<file path="config.mk">
export PLATFORM = sky130hd
export DESIGN_NAME = link_table_queue_ctrl_flat
export DESIGN_NICKNAME = d
export VERILOG_FILES = /design/src/rtl/link_table_queue_ctrl_pkg.sv /design/src/rtl/link_table_queue_ctrl_if.sv /design/src/rtl/link_table_rd_walker.sv /design/src/rtl/link_table_queue_ctrl.sv /design/src/flat_wrapper.sv
export SDC_FILE = /design/constraint.sdc
export NUM_CORES = 1
export LEC_CHECK = 0
export ABC_CLOCK_PERIOD_IN_PS = 3510
export BUFFER_PORTS_ARGS = -buffer_cell sky130_fd_sc_hd__buf_2
export CAP_MARGIN = 40
export CORE_MARGIN = 5
export CORE_UTILIZATION = 30
export CTS_BUF_LIST = sky130_fd_sc_hd__clkbuf_4
export DETAILED_ROUTE_END_ITERATION = 8
export PLACE_DENSITY_LB_ADDON = 0.12
export SLEW_MARGIN = 0
export SYNTH_ARGS = -nofsm -noshare
export SYNTH_HDL_FRONTEND = slang
export SYNTH_SLANG_ARGS = --single-unit
</file>
<file path="constraint.sdc">
create_clock -name clk -period 3.51 [get_ports clk]
set_input_delay 0.351 -clock clk [delete_from_list [all_inputs] [get_ports clk]]
set_output_delay 0.351 -clock clk [all_outputs]
set_load 0.005 [all_outputs]
</file>
<file path="src/rtl/link_table_queue_ctrl_pkg.sv">
// Shared definitions for the linked-list queue controller: read FSM states,
// default geometry and the bit layout of the combined data/link RAM read word.
package link_table_queue_ctrl_pkg;

    localparam int DEF_DATA_WIDTH        = 8;
    localparam int DEF_ADDR_PAGE_NUM_LOG = 4;

    typedef enum logic [1:0] {
        RD_IDLE  = 2'd0,
        RD_FETCH = 2'd1,
        RD_LOAD  = 2'd2,
        RD_VALID = 2'd3
    } rd_state_e;

    // Read word layout is {eop, data, next}, next pointer in the low bits.
    localparam int RAM_NEXT_LSB = 0;

    function automatic int ram_data_lsb(input int aw);
        return aw;
    endfunction

    function automatic int ram_eop_bit(input int aw, input int dw);
        return aw + dw;
    endfunction

endpackage

</file>
<file path="src/rtl/link_table_queue_ctrl_if.sv">
// Write and read word streams of the queue controller (valid/ready on both sides).
interface link_table_queue_ctrl_if #(
    parameter int DATA_WIDTH = 8
);
    logic                  wr_valid;
    logic [DATA_WIDTH-1:0] wr_data;
    logic                  wr_eop;
    logic                  wr_ready;

    logic                  rd_valid;
    logic [DATA_WIDTH-1:0] rd_data;
    logic                  rd_sop;
    logic                  rd_eop;
    logic                  rd_ready;

    modport master (
        output wr_valid, wr_data, wr_eop,
        input  wr_ready,
        input  rd_valid, rd_data, rd_sop, rd_eop,
        output rd_ready
    );

    modport slave (
        input  wr_valid, wr_data, wr_eop,
        output wr_ready,
        output rd_valid, rd_data, rd_sop, rd_eop,
        input  rd_ready
    );
endinterface

</file>
<file path="src/rtl/link_table_rd_walker.sv">
// Read side of the queue: walks the list from head, holds the current word for the
// consumer and tracks the successor pointer, including links written while in flight.
module link_table_rd_walker
    import link_table_queue_ctrl_pkg::*;
#(
    parameter int DATA_WIDTH        = DEF_DATA_WIDTH,
    parameter int ADDR_PAGE_NUM_LOG = DEF_ADDR_PAGE_NUM_LOG
) (
    input  logic                                      clk,
    input  logic                                      rst_n,
    input  logic [ADDR_PAGE_NUM_LOG:0]                word_cnt,
    input  logic                                      wr_fire,
    input  logic [ADDR_PAGE_NUM_LOG-1:0]              head,
    input  logic                                      link_wr_en,
    input  logic [ADDR_PAGE_NUM_LOG-1:0]              link_wr_addr,
    input  logic [ADDR_PAGE_NUM_LOG-1:0]              link_wr_data,
    output logic                                      ram_rd_en,
    output logic [ADDR_PAGE_NUM_LOG-1:0]              ram_rd_addr,
    input  logic [DATA_WIDTH+ADDR_PAGE_NUM_LOG:0]     ram_rd_data,
    output logic                                      rd_valid,
    output logic [DATA_WIDTH-1:0]                     rd_data,
    output logic                                      rd_sop,
    output logic                                      rd_eop,
    input  logic                                      rd_ready,
    output logic                                      rd_fire,
    output logic [ADDR_PAGE_NUM_LOG-1:0]              head_nxt
);
    localparam int DW       = DATA_WIDTH;
    localparam int AW       = ADDR_PAGE_NUM_LOG;
    localparam int CW2      = AW + 2;
    localparam int DATA_LSB = ram_data_lsb(AW);
    localparam int EOP_BIT  = ram_eop_bit(AW, DW);

    rd_state_e      state_q, state_d;
    logic [DW-1:0]  rd_data_q, rd_data_d;
    logic           rd_eop_q, rd_eop_d;
    logic [AW-1:0]  next_ptr_q, next_ptr_d;
    logic           byp_q, byp_d;
    logic           sop_q, sop_d;
    logic           link_hit;
    logic [CW2-1:0] cnt_after;

    assign link_hit  = link_wr_en && (link_wr_addr == head);
    assign rd_fire   = (state_q == RD_VALID) && rd_ready;
    assign cnt_after = {1'b0, word_cnt} + CW2'(wr_fire) - CW2'(1'b1);
    // A link written to the current head this cycle wins over the stored successor.
    assign head_nxt  = link_hit ? link_wr_data : next_ptr_q;

    always_comb begin
        // NOTE: every output of this block gets a default first, so no path infers a latch.
        state_d     = state_q;
        rd_data_d   = rd_data_q;
        rd_eop_d    = rd_eop_q;
        next_ptr_d  = next_ptr_q;
        byp_d       = byp_q;
        sop_d       = sop_q;
        ram_rd_en   = 1'b0;
        ram_rd_addr = '0;
        unique case (state_q)
            RD_IDLE: begin
                if (word_cnt != '0) state_d = RD_FETCH;
            end
            RD_FETCH: begin
                ram_rd_en   = 1'b1;
                ram_rd_addr = head;
                // The RAM returns the pre-write link, so remember a link landing now.
                byp_d       = link_hit;
                if (link_hit) next_ptr_d = link_wr_data;
                state_d     = RD_LOAD;
            end
            RD_LOAD: begin
                rd_data_d = ram_rd_data[DATA_LSB +: DW];
                rd_eop_d  = ram_rd_data[EOP_BIT];
                if (link_hit)   next_ptr_d = link_wr_data;
                else if (!byp_q) next_ptr_d = ram_rd_data[RAM_NEXT_LSB +: AW];
                state_d   = RD_VALID;
            end
            RD_VALID: begin
                if (link_hit) next_ptr_d = link_wr_data;
                if (rd_fire) begin
                    sop_d   = rd_eop_q;
                    state_d = (cnt_after != '0) ? RD_FETCH : RD_IDLE;
                end
            end
            default: state_d = RD_IDLE;
        endcase
    end

    // NOTE: state registers use non-blocking assignments so all flops update together.
    always_ff @(posedge clk or negedge rst_n) begin
        if (!rst_n) begin
            state_q    <= RD_IDLE;
            rd_data_q  <= '0;
            rd_eop_q   <= 1'b0;
            next_ptr_q <= '0;
            byp_q      <= 1'b0;
            sop_q      <= 1'b1;
        end else begin
            state_q    <= state_d;
            rd_data_q  <= rd_data_d;
            rd_eop_q   <= rd_eop_d;
            next_ptr_q <= next_ptr_d;
            byp_q      <= byp_d;
            sop_q      <= sop_d;
        end
    end

    assign rd_valid = (state_q == RD_VALID);
    assign rd_data  = rd_data_q;
    assign rd_eop   = rd_eop_q;
    // The start-of-packet flag idles high; it is only shown alongside a valid word.
    assign rd_sop   = rd_valid & sop_q;

endmodule

</file>
<file path="src/rtl/link_table_queue_ctrl.sv">
// Single-queue linked-list packet store sequencer: the writer takes one free page per
// word and links it behind the tail; the read walker streams words out from head.
module link_table_queue_ctrl
    import link_table_queue_ctrl_pkg::*;
#(
    parameter int DATA_WIDTH        = DEF_DATA_WIDTH,
    parameter int ADDR_PAGE_NUM_LOG = DEF_ADDR_PAGE_NUM_LOG
) (
    input  logic                                  clk,
    input  logic                                  rst_n,
    link_table_queue_ctrl_if.slave                stream,
    output logic                                  free_table_read_req,
    input  logic [ADDR_PAGE_NUM_LOG-1:0]          free_table_read_addr,
    input  logic                                  free_table_empty,
    output logic                                  free_table_write_req,
    output logic [ADDR_PAGE_NUM_LOG-1:0]          free_table_write_addr,
    output logic                                  ram_wr_en,
    output logic [ADDR_PAGE_NUM_LOG-1:0]          ram_wr_addr,
    output logic [DATA_WIDTH:0]                   ram_wr_data,
    output logic                                  link_wr_en,
    output logic [ADDR_PAGE_NUM_LOG-1:0]          link_wr_addr,
    output logic [ADDR_PAGE_NUM_LOG-1:0]          link_wr_data,
    output logic                                  ram_rd_en,
    output logic [ADDR_PAGE_NUM_LOG-1:0]          ram_rd_addr,
    input  logic [DATA_WIDTH+ADDR_PAGE_NUM_LOG:0] ram_rd_data,
    output logic [ADDR_PAGE_NUM_LOG:0]            word_cnt,
    output logic [ADDR_PAGE_NUM_LOG:0]            pkt_cnt
);
    localparam int DW = DATA_WIDTH;
    localparam int AW = ADDR_PAGE_NUM_LOG;
    localparam int CW = AW + 1;

    logic          wr_fire, rd_fire, rd_eop_w;
    logic          rd_valid_w, rd_sop_w;
    logic [DW-1:0] rd_data_w;
    logic [AW-1:0] head_q, head_d, tail_q, tail_d, head_nxt;
    logic [CW-1:0] word_cnt_q, word_cnt_d, pkt_cnt_q, pkt_cnt_d, word_cnt_eff;

    assign stream.wr_ready = ~free_table_empty;
    assign wr_fire         = stream.wr_valid & ~free_table_empty;
    // Occupancy as seen by the writer once a same-cycle read has left.
    assign word_cnt_eff    = word_cnt_q - CW'(rd_fire);

    assign free_table_read_req   = wr_fire;
    assign free_table_write_req  = rd_fire;
    assign free_table_write_addr = rd_fire ? head_q : '0;

    assign ram_wr_en    = wr_fire;
    assign ram_wr_addr  = wr_fire ? free_table_read_addr : '0;
    assign ram_wr_data  = wr_fire ? {stream.wr_eop, stream.wr_data} : '0;

    // A word entering an (effectively) empty queue becomes head; otherwise it hangs off tail.
    assign link_wr_en   = wr_fire && (word_cnt_eff != '0);
    assign link_wr_addr = link_wr_en ? tail_q : '0;
    assign link_wr_data = link_wr_en ? free_table_read_addr : '0;

    always_comb begin
        head_d     = head_q;
        tail_d     = tail_q;
        word_cnt_d = word_cnt_q + CW'(wr_fire) - CW'(rd_fire);
        pkt_cnt_d  = pkt_cnt_q + CW'(wr_fire & stream.wr_eop) - CW'(rd_fire & rd_eop_w);
        if (rd_fire) head_d = head_nxt;
        if (wr_fire) begin
            tail_d = free_table_read_addr;
            if (word_cnt_eff == '0) head_d = free_table_read_addr;
        end
    end

    always_ff @(posedge clk or negedge rst_n) begin
        if (!rst_n) begin
            head_q     <= '0;
            tail_q     <= '0;
            word_cnt_q <= '0;
            pkt_cnt_q  <= '0;
        end else begin
            head_q     <= head_d;
            tail_q     <= tail_d;
            word_cnt_q <= word_cnt_d;
            pkt_cnt_q  <= pkt_cnt_d;
        end
    end

    link_table_rd_walker #(
        .DATA_WIDTH        (DW),
        .ADDR_PAGE_NUM_LOG (AW)
    ) u_rd_walker (
        .clk          (clk),
        .rst_n        (rst_n),
        .word_cnt     (word_cnt_q),
        .wr_fire      (wr_fire),
        .head         (head_q),
        .link_wr_en   (link_wr_en),
        .link_wr_addr (link_wr_addr),
        .link_wr_data (link_wr_data),
        .ram_rd_en    (ram_rd_en),
        .ram_rd_addr  (ram_rd_addr),
        .ram_rd_data  (ram_rd_data),
        .rd_valid     (rd_valid_w),
        .rd_data      (rd_data_w),
        .rd_sop       (rd_sop_w),
        .rd_eop       (rd_eop_w),
        .rd_ready     (stream.rd_ready),
        .rd_fire      (rd_fire),
        .head_nxt     (head_nxt)
    );

    assign stream.rd_valid = rd_valid_w;
    assign stream.rd_data  = rd_data_w;
    assign stream.rd_sop   = rd_sop_w;
    assign stream.rd_eop   = rd_eop_w;

    assign word_cnt = word_cnt_q;
    assign pkt_cnt  = pkt_cnt_q;

endmodule

</file>
<file path="src/flat_wrapper.sv">
// flat-port wrapper written by rule: the top's interface ports become plain ports
module link_table_queue_ctrl_flat import link_table_queue_ctrl_pkg::*;
#(
    parameter int DATA_WIDTH        = DEF_DATA_WIDTH,
    parameter int ADDR_PAGE_NUM_LOG = DEF_ADDR_PAGE_NUM_LOG
)
  (clk, rst_n, free_table_read_req, free_table_read_addr, free_table_empty, free_table_write_req, free_table_write_addr, ram_wr_en, ram_wr_addr, ram_wr_data, link_wr_en, link_wr_addr, link_wr_data, ram_rd_en, ram_rd_addr, ram_rd_data, word_cnt, pkt_cnt, stream_wr_valid, stream_wr_data, stream_wr_eop, stream_wr_ready, stream_rd_valid, stream_rd_data, stream_rd_sop, stream_rd_eop, stream_rd_ready);
  link_table_queue_ctrl_if #(.DATA_WIDTH(DATA_WIDTH)) stream_i ();
  input  logic clk;
  input  logic rst_n;
  output logic free_table_read_req;
  input  logic [ADDR_PAGE_NUM_LOG-1:0] free_table_read_addr;
  input  logic free_table_empty;
  output logic free_table_write_req;
  output logic [ADDR_PAGE_NUM_LOG-1:0] free_table_write_addr;
  output logic ram_wr_en;
  output logic [ADDR_PAGE_NUM_LOG-1:0] ram_wr_addr;
  output logic [DATA_WIDTH:0] ram_wr_data;
  output logic link_wr_en;
  output logic [ADDR_PAGE_NUM_LOG-1:0] link_wr_addr;
  output logic [ADDR_PAGE_NUM_LOG-1:0] link_wr_data;
  output logic ram_rd_en;
  output logic [ADDR_PAGE_NUM_LOG-1:0] ram_rd_addr;
  input  logic [DATA_WIDTH+ADDR_PAGE_NUM_LOG:0] ram_rd_data;
  output logic [ADDR_PAGE_NUM_LOG:0] word_cnt;
  output logic [ADDR_PAGE_NUM_LOG:0] pkt_cnt;
  input wire logic [$bits(stream_i.wr_valid)-1:0] stream_wr_valid;
  input wire logic [$bits(stream_i.wr_data)-1:0] stream_wr_data;
  input wire logic [$bits(stream_i.wr_eop)-1:0] stream_wr_eop;
  output wire logic [$bits(stream_i.wr_ready)-1:0] stream_wr_ready;
  output wire logic [$bits(stream_i.rd_valid)-1:0] stream_rd_valid;
  output wire logic [$bits(stream_i.rd_data)-1:0] stream_rd_data;
  output wire logic [$bits(stream_i.rd_sop)-1:0] stream_rd_sop;
  output wire logic [$bits(stream_i.rd_eop)-1:0] stream_rd_eop;
  input wire logic [$bits(stream_i.rd_ready)-1:0] stream_rd_ready;
  assign stream_i.wr_valid = stream_wr_valid;
  assign stream_i.wr_data = stream_wr_data;
  assign stream_i.wr_eop = stream_wr_eop;
  assign stream_wr_ready = stream_i.wr_ready;
  assign stream_rd_valid = stream_i.rd_valid;
  assign stream_rd_data = stream_i.rd_data;
  assign stream_rd_sop = stream_i.rd_sop;
  assign stream_rd_eop = stream_i.rd_eop;
  assign stream_i.rd_ready = stream_rd_ready;
  link_table_queue_ctrl #(.DATA_WIDTH(DATA_WIDTH), .ADDR_PAGE_NUM_LOG(ADDR_PAGE_NUM_LOG)) u_core (.clk(clk), .rst_n(rst_n), .stream(stream_i), .free_table_read_req(free_table_read_req), .free_table_read_addr(free_table_read_addr), .free_table_empty(free_table_empty), .free_table_write_req(free_table_write_req), .free_table_write_addr(free_table_write_addr), .ram_wr_en(ram_wr_en), .ram_wr_addr(ram_wr_addr), .ram_wr_data(ram_wr_data), .link_wr_en(link_wr_en), .link_wr_addr(link_wr_addr), .link_wr_data(link_wr_data), .ram_rd_en(ram_rd_en), .ram_rd_addr(ram_rd_addr), .ram_rd_data(ram_rd_data), .word_cnt(word_cnt), .pkt_cnt(pkt_cnt));
endmodule
</file>
==> metrics.txt, run 1 <==
Synth area leaders dfrtp_1 (39%), ha_1 (13%), and2_1 (7.4%); final hold vios 0; Die Area 9120 µm²; Mapped Cells 213; DRC errors left 0; period utilization 0.878; peak supply drop 0.217 mV; # placed instances 396; RSZ-0062 raised after global routing false; H-tree levels 2; R2R Setup Slk 0.88 ns; first-pass GRT wire length 9170 µm; hold slack 0.0745 ns; commonest cells after routing, fill and taps aside buf_2 (86), dfrtp_1 (34), inv_1 (26), and2_1 (26), ha_1 (22); Critical Path End link_wr_data[0]; Worst Tran Pin Value 0.812 ns; post-DP HPWL 4350 µm; Seq/Total Area, Yosys 0.400; Critical Path Stages 9; setup TNS 0 ns; ant diodes 0; total gr overflow 0; crit-path leading delay family simple AND/OR/NAND/NOR gates; Initial Utilization 0.305; R2R cell count 9; WP data arrival 2.73 ns; PnR worst setup slack 0.428 ns; TritonCTS clock tree built; Inserted Clock Buffers 5; area grow syn2layout 27.7%; CP startpoint u_core.u_rd_walker.state_q[1]; num ports 87; Synth area leader dfrtp_1; Power Total 2.27 mW; Final Setup Violations 0; post-route ant nets 0; Final #Nets 359; Crit Reg-Reg Endpoint u_core.u_rd_walker.next_ptr_q[1]; antenna violations before repair 0; critical path class reg -> out; Yosys warning count 0; Global Route Usage Sum 0.131; Critical Path Max Stage Delay 0.43 ns; Synth Register Bits 35; fmax 324 MHz; worst path cell trace ha_1 > nand2_1 > inv_1 > ha_1 > nand2_1 > xnor2_1 > nand3_1 > and2_1 > buf_2; Post-Syn Area 2190 µm²; Hold Crit Class in -> async; post-placement cell area 2740 µm²; DRT Wirelength 5610 µm; Worst Path Max Fanout 8; Clock Skew 0.00600 ns; crit path time final 3.08 ns; Reg clk slew, reported paths 0.11 ns; Critical Path Source Type register; crit end category output pin; Mean Syn Cell Area 10.3 µm²; P per Cell Area 811 nW/µm²; fin util 0.390; RePlAce Congestion 0.778; Port Buffers 86; most common cell after layout, fill and taps aside buf_2; pre-CTS WS 0.804 ns; Via Count 1816; Post-CTS Resized 0; vias in the first global route 1812; net count after synthesis 268; design area 2800 µm²; clk buf depth 2; Die X-Extent 95.5 µm; Core ar. 7180 µm²; Clk Latency, worst-skew pair 0.34 ns; library cells used by synthesis 38; TritonCTS Sinks 35; initial DRC count 65; Non-Filler Instances 404; reg-to-reg critical path startpoint u_core.u_rd_walker.state_q[1]; total of max-cap violations 0; Hold-fix buffers, CTS 0; Setup Fix Bufs, Post-CTS 0; CTS root buffer clkbuf_4; Cell Rows 31; routed wire length per instance 13.9 µm; Via density 4.50; run status finished, final reports clean; fraction of layout cells with a size suffix above 1 0.367; WP buf/inv 2; Slew headroom 0.459; Lkg Pwr 1.51 nW; fin. max-slew vios 0; top cell type's share of synthesized area 0.388; DRT Pass-1 Iters 4; largest net degree at the start of global routing 36; height of the die 95.5 µm; slowest CP cell dfrtp_1; CP Data Required Time 3.16 ns
[cells in the mapped netlist]
master,number
a21o_1,8
a21oi_1,6
a221o_1,3
a22o_1,1
a22oi_1,1
a2bb2oi_1,4
a311oi_4,1
a31o_2,1
a31o_4,1
a31oi_1,1
and2_1,26
and3_1,5
buf_4,1
clkbuf_1,3
dfrtp_1,34
dfstp_2,1
fa_1,2
ha_1,22
inv_1,26
mux2_2,10
mux2i_1,1
nand2_1,7
nand2b_1,2
nand3_1,3
nand4_1,2
nor2_1,10
nor2b_1,2
nor3_1,3
o21a_1,1
o21ai_0,2
o21bai_1,1
o22ai_1,4
o31ai_1,1
o41ai_1,1
or2_2,1
or4b_2,1
xnor2_1,11
xor2_1,3
[cell families after synthesis]
| kind of cell | Yosys count | synth area share |
|---|---|---|
| and+or+nand+nor | 62 | 0.156 |
| muxes | 11 | 0.0559 |
| AOI/OAI and AO/OA | 37 | 0.135 |
| buffers and inverters | 30 | 0.0531 |
| DFF | 35 | 0.400 |
| adders and majority gates | 24 | 0.144 |
| xor gates and xnor gates | 14 | 0.0559 |
[where the power goes]
group	internal [mW]	switching, mW	leakage (nW)
Clock	0.0937	0.144	0.0361
Combinational	0.638	0.625	1.07
Sequential	0.605	0.167	0.410
[layer usage]
| layer | GRT usage | share of wire | up-vias |
|---|---|---|---|
| met5 | 0 | 0 | - |
| met1 | 0.167 | 0.44 | 858 |
| li1 | - | - | 903 |
| met2 | 0.220 | 0.49 | 51 |
| met4 | 0.0355 | 0.0071 | 0 |
| met3 | 0.0324 | 0.067 | 4 |
[area by class of cell]
type	instances	area [µm²]
clock buffer	7	52.6
clock inverter	1	5.00
fill	766	4380
inverter	26	97.6
multi-input combinational	148	1200
sequential	35	877
tap	99	124
timing repair buffer	88	445
[flip-flops by register name, summed over array words and instances (netlist names), 2 cells and up]
signal	count
u_core.head_q	4
u_core.pkt_cnt	5
u_core.tail_q	4
u_core.u_rd_walker.next_ptr_q	4
u_core.u_rd_walker.rd_data	8
u_core.u_rd_walker.state_q	2
u_core.word_cnt	5
[how the worst min path moves through the flow]
stage                                             start                            end  slack (ns)  cells after the start
after CTS                                         rst_n              u_core.pkt_cnt[1]        0.11                      1
after global placement    u_core.u_rd_walker.rd_data[1]  u_core.u_rd_walker.rd_data[1]        0.48                      1
after floorplan                                   rst_n               u_core.head_q[0]        0.06                      0
after global routing                              rst_n              u_core.pkt_cnt[1]        0.15                      1
after detailed placement  u_core.u_rd_walker.rd_data[1]  u_core.u_rd_walker.rd_data[1]        0.49                      1
final                                             rst_n              u_core.pkt_cnt[1]        0.07                      1
(Power assumes the default switching activity.)
==> inputs of run 2 (changes only) <==
--- a/config.mk
+++ b/config.mk
@@ -13,6 +13,7 @@
 export CTS_BUF_LIST = sky130_fd_sc_hd__clkbuf_4
 export DETAILED_ROUTE_END_ITERATION = 8
 export PLACE_DENSITY_LB_ADDON = 0.12
+export REMOVE_ABC_BUFFERS = 1
 export SLEW_MARGIN = 0
 export SYNTH_ARGS = -nofsm -noshare
 export SYNTH_HDL_FRONTEND = slang
==> metrics.txt, run 2 (synthesis results as in run 1) <==
total of max-cap violations 0 (unchanged); antenna violations before repair 0 (unchanged); CTS root buffer clkbuf_4; Slew headroom 0.659 (+0.200); peak supply drop 0.336 mV (+55%); vias in the first global route 1774 (-2.1%); DRC errors left 0 (unchanged); critical path class reg -> out; initial DRC count 85 (+31%); routed wire length per instance 13.7 µm (-1.5%); RePlAce Congestion 0.735 (-5.5%); DRT Wirelength 5530 µm (-1.3%); Hold Crit Class in -> reg; Initial Utilization 0.305 (unchanged); commonest cells after routing, fill and taps aside buf_2 (86), dfrtp_1 (34), inv_1 (26), and2_1 (26), ha_1 (22); crit end category output pin; Core ar. 7180 µm² (unchanged); Final Setup Violations 0 (unchanged); Fill cells 751 (-2.0%); TritonCTS Sinks 35 (unchanged); Via density 4.44 (-1.1%); Final #Nets 360 (+0.28%); H-tree levels 2 (unchanged); fraction of layout cells with a size suffix above 1 0.369 (+0.00207); Inserted Clock Buffers 5 (unchanged); Lkg Pwr 1.53 nW (+1.1%); Clk Latency, worst-skew pair 0.33 ns (about the same); run status finished, final reports clean; Power Total 2.26 mW (-0.38%); setup TNS 0 ns (unchanged); first-pass GRT wire length 8700 µm (-5.1%); Reg clk slew, reported paths 0.10 ns (about the same); max reg flops 8 (unchanged); Via Count 1800 (-0.88%); ant diodes 0 (unchanged); Cell Rows 31 (unchanged); period utilization 0.893 (+0.0147); largest net degree at the start of global routing 35 (-2.8%); post-DP HPWL 4360 µm (+0.29%); most common cell after layout, fill and taps aside buf_2; RSZ-0062 raised after global routing false; area grow syn2layout 29.2%; clk buf depth 2 (unchanged); Die X-Extent 95.5 µm (unchanged); num ports 87 (unchanged); crit path time final 3.13 ns (+0.0518 ns); Clock Skew 0.00682 ns (+0.000820 ns); total gr overflow 0 (unchanged); fin. max-slew vios 0 (unchanged); Worst Path Max Fanout 12 (+4); Die Area 9120 µm² (unchanged); DRT Pass-1 Iters 4 (unchanged); Global Route Usage Sum 0.125 (-0.00553); fmax 319 MHz (-1.7%); post-route ant nets 0 (unchanged); height of the die 95.5 µm (unchanged); Critical Path Source Type register; final hold vios 0 (unchanged); Port Buffers 86 (unchanged); Worst Tran Pin Value 0.512 ns (-0.300 ns); CP Data Required Time 3.16 ns (about the same); P per Cell Area 799 nW/µm² (-1.5%); WP data arrival 2.78 ns (+0.05 ns); TritonCTS clock tree built
-- run 2: worst paths after layout --
check,from,end,slack (ns),depth (start not counted)
hold reg to reg,u_core.u_rd_walker.rd_data[6],u_core.u_rd_walker.rd_data[6],0.51,1
hold / removal,ram_rd_data[2],u_core.u_rd_walker.next_ptr_q[2],0.23,3
setup / recovery,u_core.u_rd_walker.state_q[1],link_wr_data[1],0.38,9
setup reg to reg,u_core.u_rd_walker.state_q[1],u_core.u_rd_walker.next_ptr_q[1],0.78,9
max in group asynchronous,rst_n,u_core.u_rd_walker.sop_q,2.75,3
min in group asynchronous,rst_n,u_core.u_rd_walker.rd_data[6],0.33,2
-- run 2: per-layer routing --
metal,global-route usage,routed length (µm)
met4,0.0427,76
met2,0.208,2540
met1,0.159,2510
met3,0.0292,404
met5,0,0
-- run 2: layout make-up --
| cell class | instances | area [µm²] | share of cell area |
|---|---|---|---|
| Timing Repair Buffer | 89 | 468 | 0.165 |
| Clock buffer | 8 | 60.1 | 0.0212 |
| Inverter | 26 | 97.6 | 0.0345 |
| Multi-Input combinational cell | 148 | 1210 | 0.426 |
| Tap cell | 99 | 124 | 0.0437 |
| Sequential cell | 35 | 877 | 0.310 |
-- run 2: worst max-delay path: stages, from the launching register on --
cell and delay, ns:
dfrtp_1 0.42, ha_1 0.39, nand2_1 0.15, inv_1 0.23
ha_1 0.25, nand2_1 0.10, xnor2_2 0.25, nand3_1 0.28
and2_1 0.25, buf_2 0.12
-- run 2: what timing repair did --
item / in CTS / in global routing
endpoints found under the hold margin: 34 / 0
hold buffers: 1 / 0
setup endpoints to repair: 0 / 5
resized for setup: 0 / 1
setup buffers: 0 / 0
-- run 2: per-stage QoR --
stage | worst slack (ns) | hold slack (ns) | instances | area, µm² | utilization
after floorplan | 1.12 | 0.0554 | 209 | 2170 | -
after detailed placement | 0.576 | 0.152 | 396 | 2760 | 0.384
after global placement | 0.714 | 0.486 | 395 | 2740 | 0.381
after global routing | 0.0411 | 0.222 | 405 | 2830 | 0.395
final | 0.377 | 0.235 | 405 | 2830 | 0.395
after CTS | 0.176 | 0.220 | 405 | 2830 | 0.394
-- run 2: where the power goes --
| group | internal, mW | switching [mW] | leakage (nW) |
|---|---|---|---|
| combinational | 0.637 | 0.616 | 1.08 |
| clock | 0.103 | 0.132 | 0.0368 |
| sequential | 0.606 | 0.171 | 0.410 |
| total | 1.35 | 0.918 | 1.53 |
==> inputs of run 3 (changes only) <==
--- a/config.mk
+++ b/config.mk
@@ -17,4 +17,5 @@
 export SLEW_MARGIN = 0
 export SYNTH_ARGS = -nofsm -noshare
 export SYNTH_HDL_FRONTEND = slang
+export SYNTH_HIERARCHICAL = 1
 export SYNTH_SLANG_ARGS = --single-unit
==> metrics.txt, run 3 <==
peak supply drop 0.375 mV (+12%); Post-Syn Area 2250 µm² (+2.7%); Synth Area in Simple Gates 0.176 (+0.0198); crit path time final 3.28 ns (+0.148 ns); Most common cell on crit path ha_1; Synth Area in XOR/XNOR 0.0545 (-0.00146); Initial Utilization 0.309 (+0.00319); Clock Skew 0.0100 ns (+0.00320 ns); most common cell after layout, fill and taps aside buf_2; library cells used by synthesis 40 (+5.3%); most common cell in the netlist inv_1; max reg flops 8 (unchanged); Final #Nets 380 (+5.6%); DRT Pass-1 Iters 4 (unchanged); H-tree levels 2 (unchanged); ant diodes 0 (unchanged); area of the multi-input gates 1230 µm² (+2.0%); hold slack 0.247 ns (+0.0119 ns); post-synthesis compound-gate area fraction 0.0756 (-0.0597); run status finished, final reports clean; fin util 0.405 (+0.0105); clk buf depth 2 (unchanged); Critical Path Source Type register; Die Area 9340 µm² (+2.4%); period utilization 0.935 (+0.0421); Seq/Total Area, Yosys 0.390 (-0.0105); Synth area leader dfrtp_1; Hold Crit Class in -> reg; commonest cells in the netlist inv_1 (42), dfrtp_1 (34), ha_1 (20); initial DRC count 41 (-52%); most common flop cell mapped by yosys dfrtp_1; RSZ-0062 raised after global routing false; Mapped Cells 229 (+7.5%); Die X-Extent 96.6 µm (+1.2%); Cell Rows 31 (unchanged); WP buf/inv 0 (-2); total of max-cap violations 0 (unchanged); DRT Wirelength 5870 µm (+6.0%); Lkg Pwr 1.63 nW (+6.6%); Adder-Cell Fraction of Synth Area 0.129 (-0.0149); top cell type's share of synthesized area 0.378 (-0.0101); DRC errors left 0 (unchanged); RePlAce Congestion 0.784 (+6.7%); post-synthesis mux area share 0.0951 (+0.0391); FF+latch area 877 µm² (unchanged); CTS root buffer clkbuf_4; design area 2960 µm² (+4.3%); fraction of layout cells with a size suffix above 1 0.418 (+0.0484); Worst Tran Pin Value 0.518 ns (+0.00546 ns); slowest CP cell dfrtp_1; first-pass GRT wire length 9830 µm (+13%); crit-path leading delay family simple AND/OR/NAND/NOR gates; fmax 305 MHz (-4.5%); crit end category register; CP Data Required Time 3.74 ns (+0.58 ns); Inserted Clock Buffers 5 (unchanged); Synth area leaders dfrtp_1 (38%), ha_1 (11%), mux2_2 (9.5%); num ports 87 (unchanged); Synth Register Bits 35 (unchanged); total gr overflow 0 (unchanged); routed wire length per instance 13.7 µm (+0.54%); Port Buffers 86 (unchanged); antenna violations before repair 0 (unchanged); Global Route Usage Sum 0.128 (+0.00280); Critical Path Max Stage Delay 0.41 ns (about the same); Slew headroom 0.655 (-0.00364); P per Cell Area 774 nW/µm² (-3.1%); Fill cells 791 (+5.3%); number of synthesized flops with an enable pin 0 (unchanged); Reg clk slew, reported paths 0.11 ns (about the same); Worst Path Max Fanout 5 (-7); final hold vios 0 (unchanged); vias in the first global route 1956 (+10%); post-placement cell area 2850 µm² (+3.3%); TritonCTS Sinks 35 (unchanged); Yosys warning count 6 (+6); TritonCTS clock tree built; critical path class reg -> reg; Mean Syn Cell Area 9.83 µm² (-4.5%); WP data arrival 3.51 ns (+0.73 ns); Core ar. 7290 µm² (+1.6%); fin. max-slew vios 0 (unchanged); post-DP HPWL 4560 µm (+4.6%); Via Count 1875 (+4.2%); Async S/R FF share, synth 1.00 (unchanged); height of the die 96.6 µm (+1.2%); largest net degree at the start of global routing 35 (unchanged); Via density 4.39 (-1.2%); setup TNS 0 ns (unchanged); worst path cell trace ha_1 > and2_2 > ha_1 > ha_1 > or3_1 > nand3_2 > nand3_2 > and3_4 > xor2_1 > nor3_4 > and2_4 > o21ai_0 > mux2_2 > mux2_2; area grow syn2layout 31.3%; post-route ant nets 0 (unchanged); Clk Latency, worst-skew pair 0.33 ns (about the same); main combinational cell family by area after synthesis simple AND/OR/NAND/NOR gates; commonest cells after routing, fill and taps aside buf_2 (86), inv_1 (42), dfrtp_1 (34); Final Setup Violations 0 (unchanged)
run 3: cell count changes after synthesis, sizes merged, moves of 6 or more:
| cell | before | now |
|---|---|---|
| nand2 | 7 | 17 |
| inv | 26 | 42 |
| a21o | 8 | 2 |
| mux2 | 10 | 19 |
run 3: power by group:
group | internal [mW] | switching, mW | total (mW)
logic | 0.668 | 0.636 | 1.30
clock network | 0.0831 | 0.138 | 0.221
registers | 0.607 | 0.156 | 0.763
total | 1.36 | 0.930 | 2.29
run 3: routing by layer:
layer / GRT usage / wire (µm)
met5: 0 / 0
met4: 0.0367 / 44
met3: 0.0345 / 283
met2: 0.220 / 2910
met1: 0.157 / 2620
run 3: kinds of logic after synthesis:
logic type / Yosys count
DFF: 35
adders and majority gates: 22
AOI/OAI and AO/OA: 23
buffers and inverters: 46
and+or+nand+nor: 70
xor gates and xnor gates: 14
muxes: 19
run 3: worst reg2reg max path, cell delays in order, from the launching register on:
cell     delay, ns
dfrtp_1       0.41
ha_1          0.21
and2_2        0.18
ha_1          0.25
ha_1          0.22
or3_1         0.33
nand3_2       0.10
nand3_2       0.10
and3_4        0.21
xor2_1        0.18
nor3_4        0.21
and2_4        0.19
o21ai_0       0.08
mux2_2        0.26
mux2_2        0.25
run 3: layout make-up:
class	count	area share
repair buffers	95	0.174
flip-flops and latches	35	0.297
inverters	42	0.0533
well taps	99	0.0419
clock buffers	6	0.0152
clock inverters	2	0.00296
multi-input cells	148	0.416
run 3: timing repair:
action	CTS	global route
hold endpoints to repair	34	0
hold buffers	1	0
buffers inserted	0	1
setup endpoints to repair	0	4
resized for setup	0	10
run 3: path summary, 6_finish.rpt:
path | slack [ns] | cells after the start | start | end
setup / recovery | 0.23 | 14 | u_core/u_rd_walker/state_q[0] | u_core/head_q[2]
min in group asynchronous | 0.33 | 2 | rst_n | u_core/pkt_cnt[4]
setup reg to reg | 0.23 | 14 | u_core/u_rd_walker/state_q[0] | u_core/head_q[2]
hold reg to reg | 0.50 | 2 | u_core/tail_q[1] | u_core/tail_q[1]
hold / removal | 0.25 | 2 | ram_rd_data[10] | u_core/u_rd_walker/rd_data[6]
max in group asynchronous | 2.73 | 3 | rst_n | u_core/u_rd_walker/sop_q
run 3: metrics by stage:
step / worst slack (ns) / instances / power [mW]
2_1_floorplan: 0.0378 / 225 / 1.61
3_3_place_gp: 0.196 / 416 / 2.04
3_5_place_dp: 0.106 / 417 / 2.06
4_1_cts: 0.0828 / 426 / 2.31
5_1_grt: 0.00214 / 427 / 2.52
6_report: 0.229 / 427 / 2.29
